<file path="config.mk">
export PLATFORM = sky130hd
export DESIGN_NAME = uart_alici
export DESIGN_NICKNAME = d
export VERILOG_FILES = /design/src/rtl/uart_alici.sv
export SDC_FILE = /design/constraint.sdc
export NUM_CORES = 1
export LEC_CHECK = 0
export CELL_PAD_IN_SITES_DETAIL_PLACEMENT = 1
export CELL_PAD_IN_SITES_GLOBAL_PLACEMENT = 2
export CORE_MARGIN = 2
export CORE_UTILIZATION = 34
export CTS_BUF_LIST = sky130_fd_sc_hd__clkbuf_16
export DETAILED_ROUTE_END_ITERATION = 10
export PLACE_DENSITY = 0.84
export SYNTH_ARGS = -nofsm -noshare
export SYNTH_HDL_FRONTEND = slang
export SYNTH_SLANG_ARGS = --single-unit
</file>
<file path="constraint.sdc">
create_clock -name clk_g -period 2 [get_ports clk_g]
set_input_delay 0.2 -clock clk_g [delete_from_list [all_inputs] [get_ports clk_g]]
set_output_delay 0.2 -clock clk_g [all_outputs]
set_load 0.05 [all_outputs]
</file>
<file path="src/rtl/uart_alici.sv">
// 8N1 UART receiver: two-flop RX synchroniser, mid-bit sampling FSM, stop-bit check
// and a one-entry valid/ready output register with overrun and framing-error pulses.
//
// state | meaning
// BOSTA | idle, waiting for rx_s to fall
// BASLA | half a bit period into the start bit, confirming it is still low
// AL    | sampling the 8 data bits at mid-period, LSB first
// DUR   | sampling the stop bit
// BEKLE | after a framing error, waiting for the line to return high
module uart_alici #(
`ifdef FAST_UART
    parameter logic [31:0] UART_SAAT = 32'd16
`else
    parameter logic [31:0] UART_SAAT = 32'd2083
`endif
) (
    input  logic       clk_g,
    input  logic       rst_g,
    input  logic       RX,
    output logic [7:0] al_veri,
    output logic       al_gecerli,
    input  logic       al_hazir,
    output logic       cerceve_hata,
    output logic       tasma,
    output logic       mesgul
);

    localparam logic [31:0] YARIM = UART_SAAT / 32'd2;

    typedef enum logic [2:0] {
        BOSTA = 3'd0,
        BASLA = 3'd1,
        AL    = 3'd2,
        DUR   = 3'd3,
        BEKLE = 3'd4
    } durum_t;

    durum_t      durum_q, durum_d;
    logic [31:0] sayac_q, sayac_d;
    logic [2:0]  indeks_q, indeks_d;
    logic [7:0]  kaydirma_q, kaydirma_d;
    logic [7:0]  veri_q, veri_d;
    logic        gecerli_q, gecerli_d;
    logic        hata_q, hata_d;
    logic        tasma_q, tasma_d;
    logic        rx_m_q, rx_m_d;
    logic        rx_s_q, rx_s_d;
    logic        teslim;

    always_ff @(posedge clk_g) begin
        if (!rst_g) begin
            durum_q    <= BOSTA;
            sayac_q    <= 32'd0;
            indeks_q   <= 3'd0;
            kaydirma_q <= 8'd0;
            veri_q     <= 8'd0;
            gecerli_q  <= 1'b0;
            hata_q     <= 1'b0;
            tasma_q    <= 1'b0;
            rx_m_q     <= 1'b1;
            rx_s_q     <= 1'b1;
        end else begin
            durum_q    <= durum_d;
            sayac_q    <= sayac_d;
            indeks_q   <= indeks_d;
            kaydirma_q <= kaydirma_d;
            veri_q     <= veri_d;
            gecerli_q  <= gecerli_d;
            hata_q     <= hata_d;
            tasma_q    <= tasma_d;
            rx_m_q     <= rx_m_d;
            rx_s_q     <= rx_s_d;
        end
    end

    always_comb begin
        durum_d    = durum_q;
        sayac_d    = sayac_q;
        indeks_d   = indeks_q;
        kaydirma_d = kaydirma_q;
        veri_d     = veri_q;
        gecerli_d  = gecerli_q;
        hata_d     = 1'b0;
        tasma_d    = 1'b0;
        rx_m_d     = RX;
        rx_s_d     = rx_m_q;
        teslim     = 1'b0;

        if (gecerli_q && al_hazir) gecerli_d = 1'b0;

        case (durum_q)
            BOSTA: begin
                sayac_d = 32'd0;
                if (!rx_s_q) durum_d = BASLA;
            end
            BASLA: begin
                if (sayac_q == YARIM) begin
                    sayac_d  = 32'd0;
                    indeks_d = 3'd0;
                    durum_d  = rx_s_q ? BOSTA : AL;
                end else begin
                    sayac_d = sayac_q + 32'd1;
                end
            end
            AL: begin
                if (sayac_q == UART_SAAT) begin
                    sayac_d              = 32'd0;
                    kaydirma_d[indeks_q] = rx_s_q;
                    if (indeks_q == 3'd7) durum_d = DUR;
                    else indeks_d = indeks_q + 3'd1;
                end else begin
                    sayac_d = sayac_q + 32'd1;
                end
            end
            DUR: begin
                if (sayac_q == UART_SAAT) begin
                    sayac_d = 32'd0;
                    if (rx_s_q) begin
                        teslim  = 1'b1;
                        durum_d = BOSTA;
                    end else begin
                        hata_d  = 1'b1;
                        durum_d = BEKLE;
                    end
                end else begin
                    sayac_d = sayac_q + 32'd1;
                end
            end
            BEKLE: begin
                // a held-low line (break) must not be decoded as a stream of 0x00 frames
                sayac_d = 32'd0;
                if (rx_s_q) durum_d = BOSTA;
            end
            default: begin
                durum_d = BOSTA;
                sayac_d = 32'd0;
            end
        endcase

        if (teslim) begin
            if (!gecerli_q || al_hazir) begin
                veri_d    = kaydirma_q;
                gecerli_d = 1'b1;
            end else begin
                tasma_d = 1'b1;
            end
        end
    end

    assign al_veri      = veri_q;
    assign al_gecerli   = gecerli_q;
    assign cerceve_hata = hata_q;
    assign tasma        = tasma_q;
    assign mesgul       = (durum_q != BOSTA);

endmodule

</file>
==> flow_summary.toml <==
[status]
status = "complete, no violations"

[routing]
vias = 2429
antenna_left = 0
dr.first_iter.drc_count = 76
drt-total-wl_um = 7388
viasPerCell = 5.146
wire_per_inst_um = 15.65
drt-pass1-iter-count = 4
drc = 0

[global_route]
grt_pass1_wl_um = 12430
grt_pass1_vias = 2536
grt_max_degree = 33
antenna_found_initial = 0
track_usage = 0.1781
grt-ovfl-total = 0

[worst_setup_path]
cp_slowest_cell = "or4_4"
crit_type = "register to register"
cp_max_fo = 5
cp-start-kind = "register"
worstPathArrival_ns = 2.20
crit_chain = "ha_4 > nand4b_1 > or4_4 > a2111oi_4 > mux2i_1 > nor2b_1"
crit_required_ns = 2.21
endpoint_kind = "register"
max_stage_delay_ns = 0.52

[placed_design]
io_buffers = 15
place_congestion = 0.8047
place_ws_ns = -0.03319
dpl.hpwl_um = 4992

[sta]
finalSetupViolCount = 0
finClkSkew_ns = 0.003837
slew_violations = 0
slew-limit-headroom = 0.6642
min_period_ns = 1.987
worst_pin_slew_ns = 0.5021
fin_ws_ns = 0.01344
final-hold-violation-count = 0
rsz0062_at_grt = "yes"
fmax_mhz = 503.4
tns_ns = 0
min_period_over_period = 0.9933

[clock_network]
cts_buffers = 9
cts.htree.levels = 3
cts_hold_buf = 0
cts.sinks = 59
clkTransAtPathRegs_ns = 0.05
cts_tree = "built"
cts-root-buf = "clkbuf_16"
clockBufferDepth = 2
clock_latency_ns = 0.33
cts_setup_buffers = 0

[synthesis]
ys.warnings.count = 0
yosys.area_share.simple = 0.3311
synth_seq_cells = 59
synthXorXnorAreaFrac = 0.09174
synth_cell_types = 42
synth_compound_area_frac = 0.04893
mappedNetlistArea_sq_mm = 0.002864
synth_adder_area_share = 0.01747
synth_mux_area_frac = 0.05941
synthCells = 315
yosysSeqAreaShare = 0.4124
syn-num-nets = 323
synth_top_family_by_area = "simple AND/OR/NAND/NOR gates"
synth_area_per_cell_sq_um = 9.092

[flow_run]
cap_violations = 0

[final_layout]
n_antenna_cell = 0
drive_above_1_share = 0.2125
final_nets = 370
syn_to_final_growth_pct = 29.66
fin_util = 0.4542

[min_path]
hold_class = "register to register"

[floorplan]
ios = 16
fp.dieArea_sq_mm = 0.009174
die_height_um = 95.78
die_x_um = 95.78
coreArea_sq_mm = 0.008175
fp-row-count = 33
start_util = 0.3503

[power_and_ir_drop]
peakVddDrop_mv = 0.4446
p_leak_nw = 1.371
powerDensity_mw_per_mm2 = 806.4
-- power by group --
part	total [W]	internal, W	leakage (nW)	switching, W
sequential	0.00120	0.00119	0.477	0.00000715
combinational	0.000184	0.0000656	0.735	0.000118
clock	0.00162	0.00108	0.160	0.000540
total	0.00299	0.00233	1.37	0.000665
-- flip-flops by register name (all words and copies together) (netlist names) --
name and flops:
durum_q 3, kaydirma_q 8, al_gecerli 1, rx_s_q 1, rx_m_q 1, cerceve_hata 1, al_veri 8, sayac_q 32
tasma 1, indeks_q 3
-- synthesized netlist by cell type, drive strengths merged --
| library cell | n | share of area |
|---|---|---|
| a2111oi | 1 | 0.0096 |
| o32ai | 1 | 0.0031 |
| a21boi | 2 | 0.0052 |
| a41oi | 1 | 0.0031 |
| nand3b | 2 | 0.0052 |
| inv | 3 | 0.0039 |
| and4 | 8 | 0.026 |
| dfxtp | 59 | 0.41 |
| xor2 | 24 | 0.073 |
| nor4 | 11 | 0.041 |
| mux2i | 17 | 0.059 |
| nor3 | 4 | 0.0070 |
| nor2 | 40 | 0.052 |
| buf | 9 | 0.024 |
| a21oi | 2 | 0.0035 |
| or4 | 2 | 0.0052 |
| nor2b | 10 | 0.022 |
| nand4b | 2 | 0.0061 |
| and2 | 4 | 0.0087 |
| xnor2 | 6 | 0.018 |
| nor4b | 2 | 0.0061 |
| a31oi | 3 | 0.0066 |
| ha | 4 | 0.017 |
| o22ai | 1 | 0.0022 |
| a211oi | 1 | 0.0026 |
| o21a | 1 | 0.0026 |
| o21ai | 4 | 0.0070 |
| nand2 | 31 | 0.041 |
| nand3 | 13 | 0.027 |
| o21ba | 1 | 0.0035 |
| and3 | 12 | 0.027 |
| clkbuf | 8 | 0.010 |
| nand2b | 7 | 0.015 |
| nand4 | 19 | 0.042 |
-- logic make-up after synthesis --
kind of cell / after synthesis
XOR/XNOR: 30
flip-flops: 59
AND/OR/NAND/NOR: 167
buffers and inverters: 20
multiplexers: 17
adder cells (fa/ha/maj): 4
AO/OA/AOI/OAI: 18
-- through the flow --
stage / hold slack [ns] / cell area, sq um / cells / total power [W]
3_5_place_dp: 0.4292 / 3376 / 456 / 0.001405
3_3_place_gp: 0.4048 / 3376 / 456 / 0.001402
6_report: 0.4373 / 3714 / 472 / 0.002994
2_1_floorplan: 0.3015 / 2883 / 315 / 0.001340
5_1_grt: 0.4411 / 3714 / 472 / 0.003109
4_1_cts: 0.4352 / 3687 / 472 / 0.003027
-- routing by layer --
metal / global-route usage / vias up / part of all wire
li1: - / 1202 / -
met1: 0.2095 / 1195 / 0.46
met2: 0.3141 / 22 / 0.50
met3: 0.03054 / 10 / 0.025
met4: 0.08214 / 0 / 0.018
met5: 0 / - / 0
-- worst paths after layout --
check	startpoint	end	slack (ns)	depth (start not counted)
worst max register to register	sayac_q[1]	indeks_q[0]	0.01	6
worst max-delay path	sayac_q[1]	indeks_q[0]	0.01	6
worst min-delay path	rx_m_q	rx_s_q	0.44	1
worst min register to register	rx_m_q	rx_s_q	0.44	1
-- layout make-up --
type,instances,area [sq um]
well taps,105,131.4
clock inverters,7,83.83
inverters,3,11.26
flip-flops and latches,59,1184
fillers,952,4462
clock buffers,9,225.2
multi-input cells,236,1620
repair buffers,53,457.9
-- what timing repair did --
| action | in CTS | in global routing |
|---|---|---|
| resized for setup | 1 | 7 |
| pin swaps | 1 | 5 |
| endpoints found under the setup margin | 7 | 48 |
-- critical path, delay by kind of cell (launching register included) --
kind | cells | cell delay, ns
compound gates | 1 | 0.42
fa+ha+maj | 1 | 0.13
flops | 1 | 0.35
mux | 1 | 0.25
simple gates | 3 | 0.72
-- cells in the final DEF, fill, tap and decap left out, types with 5 or more instances in the layout --
cell | synthesis | final
nand2b_1 | 7 | 7
nand3_1 | 12 | 12
nor2_1 | 40 | 39
clkbuf_16 | 0 | 9
xnor2_1 | 6 | 6
and3_1 | 10 | 9
mux2i_1 | 17 | 17
nor2b_1 | 10 | 10
xor2_1 | 24 | 24
clkdlybuf4s50_1 | 0 | 14
and4_1 | 5 | 5
nand2_1 | 31 | 31
nand4_1 | 19 | 19
buf_4 | 5 | 37
nor4_2 | 3 | 6
dfxtp_1 | 59 | 57
Power figures use the tool's default switching activity.
==> patch 1 (config.mk and constraints unchanged) <==
Add a define of `FAST_UART`.
--- a/src/rtl/uart_alici.sv
+++ b/src/rtl/uart_alici.sv
@@ -7,6 +7,8 @@
 // AL    | sampling the 8 data bits at mid-period, LSB first
 // DUR   | sampling the stop bit
 // BEKLE | after a framing error, waiting for the line to return high
+`define FAST_UART
+
 module uart_alici #(
 `ifdef FAST_UART
     parameter logic [31:0] UART_SAAT = 32'd16
Check against the original RTL: no difference found for any inputs over 10 cycles, from zero or initial values and one cycle with rst_g low; that may be too few to reach the edited logic, so the function may still have changed.
==> patch 1 against the unedited design <==
Clock skew rose by 0.0033 ns. Cell count rose by 2.5%. Routed wire length fell by 1.4%. Setup slack improved by 0.048 ns. Sequential cell count did not move. Synthesized area rose by 1.7%. Sequential share of layout area fell by 0.30 points. Hold slack got worse by 0.034 ns. Final area rose by 0.84%. Largest cell class unchanged. Highest routed layer unchanged.
Power is not compared: it rests on default switching activity, and its combinational part moved more than twofold at a synthesized area within 25%.
==> patch 1: results (changes against the unedited design) <==
fill_cells: 987  # +3.7%
routed_wl_um: 7280  # -1.4%
drive_gt1_frac: 0.193  # -0.0199
fin_area_sq_um: 3740  # +0.84%
hpwl_um: 4930  # -1.1%
synthTopCellsByArea: "dfxtp_1 (41%), nor2_1 (6.8%), xnor2_1 (5.7%)"
crit_start: "sayac_q[0]"
synth_xor_area_frac: 0.0902  # -0.00158
relSlewSlack: 0.671  # +0.00662
grt_max_degree: 33  # unchanged
synth_mux_area_frac: 0.0275  # -0.0319
nNetsFinal: 383  # +3.5%
dpl_cell_area_sq_um: 3340  # -1.1%
synth_nets: 337  # +4.3%
ys_types: 46  # +9.5%
synthTopCellsByCount: "dfxtp_1 (59), nor2_1 (53), xnor2_1 (19)"
status: "completed"
synthAdderAreaFrac: 0.0172  # -0.000300
cpPeakStageDelay_ns: 0.43  # -0.09 ns
grt_pass1_wl_um: 12300  # -1.3%
synth-compound-area-share: 0.0820  # +0.0331
synth_seq_area_share: 0.405  # -0.00708
dr_total_vias: 2507  # +3.2%
place_ws_ns: -0.0622  # -0.0290 ns
cp_max_fo: 4  # -1
[patch 1: cell types whose count changed in the layout (fill, tap and decap cells not counted), moves of 5 or more]
cell,change
a21oi_1,+12
inv_1,+6
mux2i_1,-9
nand2_1,-20
nor2_1,+14
nor2b_1,-5
o21ai_0,+8
or3_1,+8
xnor2_1,+13
xor2_1,-13
[patch 1: logic make-up after synthesis]
group,Yosys count
AOI/OAI and AO/OA,40
xor gates and xnor gates,30
adders and majority gates,4
buffers and inverters,24
DFF,59
muxes,8
and+or+nand+nor,164
[patch 1: through the flow]
stage                     total power [mW]  cells
after floorplan                       1.23    329
after global placement                1.25    460
after detailed placement              1.25    460
after CTS                             2.71    477
after global routing                  2.77    484
final                                 2.67    484
[patch 1: cell type report]
type / instances / share of cell area
Inverter: 9 / 0.00902
Tap cell: 105 / 0.0351
Sequential cell: 59 / 0.316
Clock inverter: 6 / 0.0134
Timing Repair Buffer: 50 / 0.117
Multi-Input combinational cell: 246 / 0.450
Clock buffer: 9 / 0.0601
[patch 1: repair_timing]
action	in CTS	in global routing
setup buffers	2	7
gates resized for setup	2	12
hold buffers	0	0
pin swaps	1	13
endpoints found under the setup margin	6	52
[patch 1: path summary, 6_finish.rpt]
check                endpoint  slack [ns]  cells after the start
hold reg to reg        rx_s_q        0.40                      1
hold / removal         rx_s_q        0.40                      1
setup reg to reg  indeks_q[0]        0.06                      8
setup / recovery  indeks_q[0]        0.06                      8
[patch 1: layer usage]
metal | global-route usage | part of all wire | up-vias
met5 | 0 | 0 | -
met4 | 0.0458 | 0.0093 | 0
met3 | 0.0535 | 0.025 | 6
met2 | 0.312 | 0.51 | 19
met1 | 0.192 | 0.46 | 1225
li1 | - | - | 1257
[patch 1: worst reg2reg max path: stages (launching register included)]
cell and delay [ns]:
dfxtp_1 0.31, inv_1 0.09, ha_4 0.14, nor4b_4 0.22
nand4_2 0.15, buf_4 0.19, o22a_1 0.22, or4_4 0.43
a21oi_2 0.13
[patch 1: report_power, final]
part	internal, mW	switching, mW	total, mW	leakage [nW]
Sequential	1.18	0.00526	1.19	0.476
Combinational	0.0187	0.0243	0.0431	0.646
Clock	0.935	0.511	1.45	0.143
==> patch 2 (same flow settings) <==
Without the edit above. Re-encode `durum_t` (5 values) as one-hot, 5 bits wide.
--- a/src/rtl/uart_alici.sv
+++ b/src/rtl/uart_alici.sv
@@ -27,12 +27,12 @@
 
     localparam logic [31:0] YARIM = UART_SAAT / 32'd2;
 
-    typedef enum logic [2:0] {
-        BOSTA = 3'd0,
-        BASLA = 3'd1,
-        AL    = 3'd2,
-        DUR   = 3'd3,
-        BEKLE = 3'd4
+    typedef enum logic [4:0] {
+        BOSTA = 5'b00001,
+        BASLA = 5'b00010,
+        AL    = 5'b00100,
+        DUR   = 5'b01000,
+        BEKLE = 5'b10000
     } durum_t;
 
     durum_t      durum_q, durum_d;
Behaviour: same outputs for any inputs over 10 cycles, from zero or initial values and one cycle with rst_g low; not proved beyond that.
==> patch 2 against the unedited design <==
Utilization grew 3.2 points. Via count grew 3.0%. Total power shrank 4.1%. Setup slack gained 0.024 ns. Critical path depth is the same. Final area grew 8.1%. Synthesized area grew 2.1%. Combinational power shrank 17%. Routed wire length grew 8.3%. Sequential cell count grew 2.
==> patch 2: results (changes against the unedited design) <==
synth_edf_count: 0  # unchanged
cts_setup_buffers: 2  # +2
p_leak_nw: 1.51  # +10%
fill_cells: 951  # -0.11%
clkLatencyLatePin_ns: 0.33  # about the same
routed_wl_um: 8000  # +8.3%
cts_resized: 2  # +1
drt-met1-wl_um: 3730  # +10%
p_int_mw: 2.23  # -4.2%
syn_avg_cell_area_sq_um: 8.95  # -1.6%
crit_start: "sayac_q[0]"
clk_share: 0.0701  # -0.0131
r2r_end: "durum_q[4]"
dp_cells: 482  # +5.7%
nNonClkBuffers: 69  # +30%
finClkSkew_ns: 0.00736  # +0.00352 ns
synth_nets: 335  # +3.7%
drive_gt1_frac: 0.240  # +0.0275
synth_mux_area_frac: 0.0616  # +0.00218
grt_pass1_wl_um: 12800  # +2.7%
met3_usage: 0.0448  # +0.0143
synthAdderAreaFrac: 0.0171  # -0.000366
clk_pin_slew_worst_paths_ns: 0.05  # about the same
inverters: 10  # +7
worstPathArrival_ns: 2.16  # -0.04 ns
reg2reg_setup_slack_ns: 0.04  # +0.02 ns
cts_max_path_buffers: 2  # unchanged
track_usage: 0.168  # -0.0100
p_comb_mw: 0.152  # -17%
via_per_inst: 4.96  # -3.7%
clkPwrFrac: 0.519  # -0.020
met3RoutedLength_um: 172  # -5.5%
synthTopCellsByArea: "dfxtp_1 (42%), nor2_1 (6.9%), xnor2_1 (6.9%)"
regArea_sq_um: 1230  # +3.9%
synth_xor_area_frac: 0.0928  # +0.00107
status: "completed"
use_met2: 0.270  # -0.0438
vdd_drop_max_uv: 466  # +4.8%
nMultiInputCombCells: 245  # +3.8%
n_antenna_cell: 0  # unchanged
hold_class: "reg -> reg"
hpwl_um: 5340  # +7.0%
grt_pass1_vias: 2590  # +2.1%
grtUsageMet1: 0.220  # +0.0110
drt_iter0_drc: 68  # -11%
grt_max_degree: 28  # -15%
hold_slack_ns: 0.430  # -0.00766 ns
synthTopCellsByCount: "dfxtp_1 (61), nor2_1 (54), nand2_1 (28)"
synth-compound-area-share: 0.0466  # -0.00231
cts_sinks: 61  # +3.4%
worst_slew_pin_slew_ns: 0.525  # +0.0229 ns
place_congestion: 0.746  # -7.3%
buffer_area_frac: 0.158  # +0.0344
ys_types: 41  # -2.4%
drt_first_pass_iters: 4  # unchanged
dr_wl_met2_um: 4000  # +8.3%
nNetsFinal: 404  # +9.2%
synth_seq_area_share: 0.417  # +0.00504
multi_input_area_sq_um: 1700  # +4.9%
dr_total_vias: 2503  # +3.0%
==> patch 2: cell types whose count changed after synthesis, moves of 7 or more <==
cell	before	now
nand4_1	19	5
nor3_1	4	14
xnor2_1	6	23
xor2_1	24	8
nand3_1	12	21
inv_1	3	10
nor2_1	40	54
==> patch 2: metrics by stage <==
stage / setup slack, ns / utilization / TNS, ns / instance area (sq um) / total power, mW
final: 0.0379 / 0.486 / 0 / 4010 / 2.87
after global routing: -0.0627 / 0.486 / -1.58 / 4010 / 2.98
after CTS: 0.000958 / 0.465 / 0 / 3840 / 2.89
after detailed placement: -0.0335 / 0.429 / -0.0674 / 3540 / 1.39
after global placement: 0.0199 / 0.429 / 0 / 3540 / 1.39
after floorplan: 0.000322 / - / 0 / 2930 / 1.34
==> patch 2: critical path: stages, from the launching register on <==
cell	delay [ns]
dfxtp_2	0.36
ha_2	0.20
and2_1	0.16
nand3_1	0.09
o32a_1	0.40
or3b_4	0.45
mux2i_2	0.18
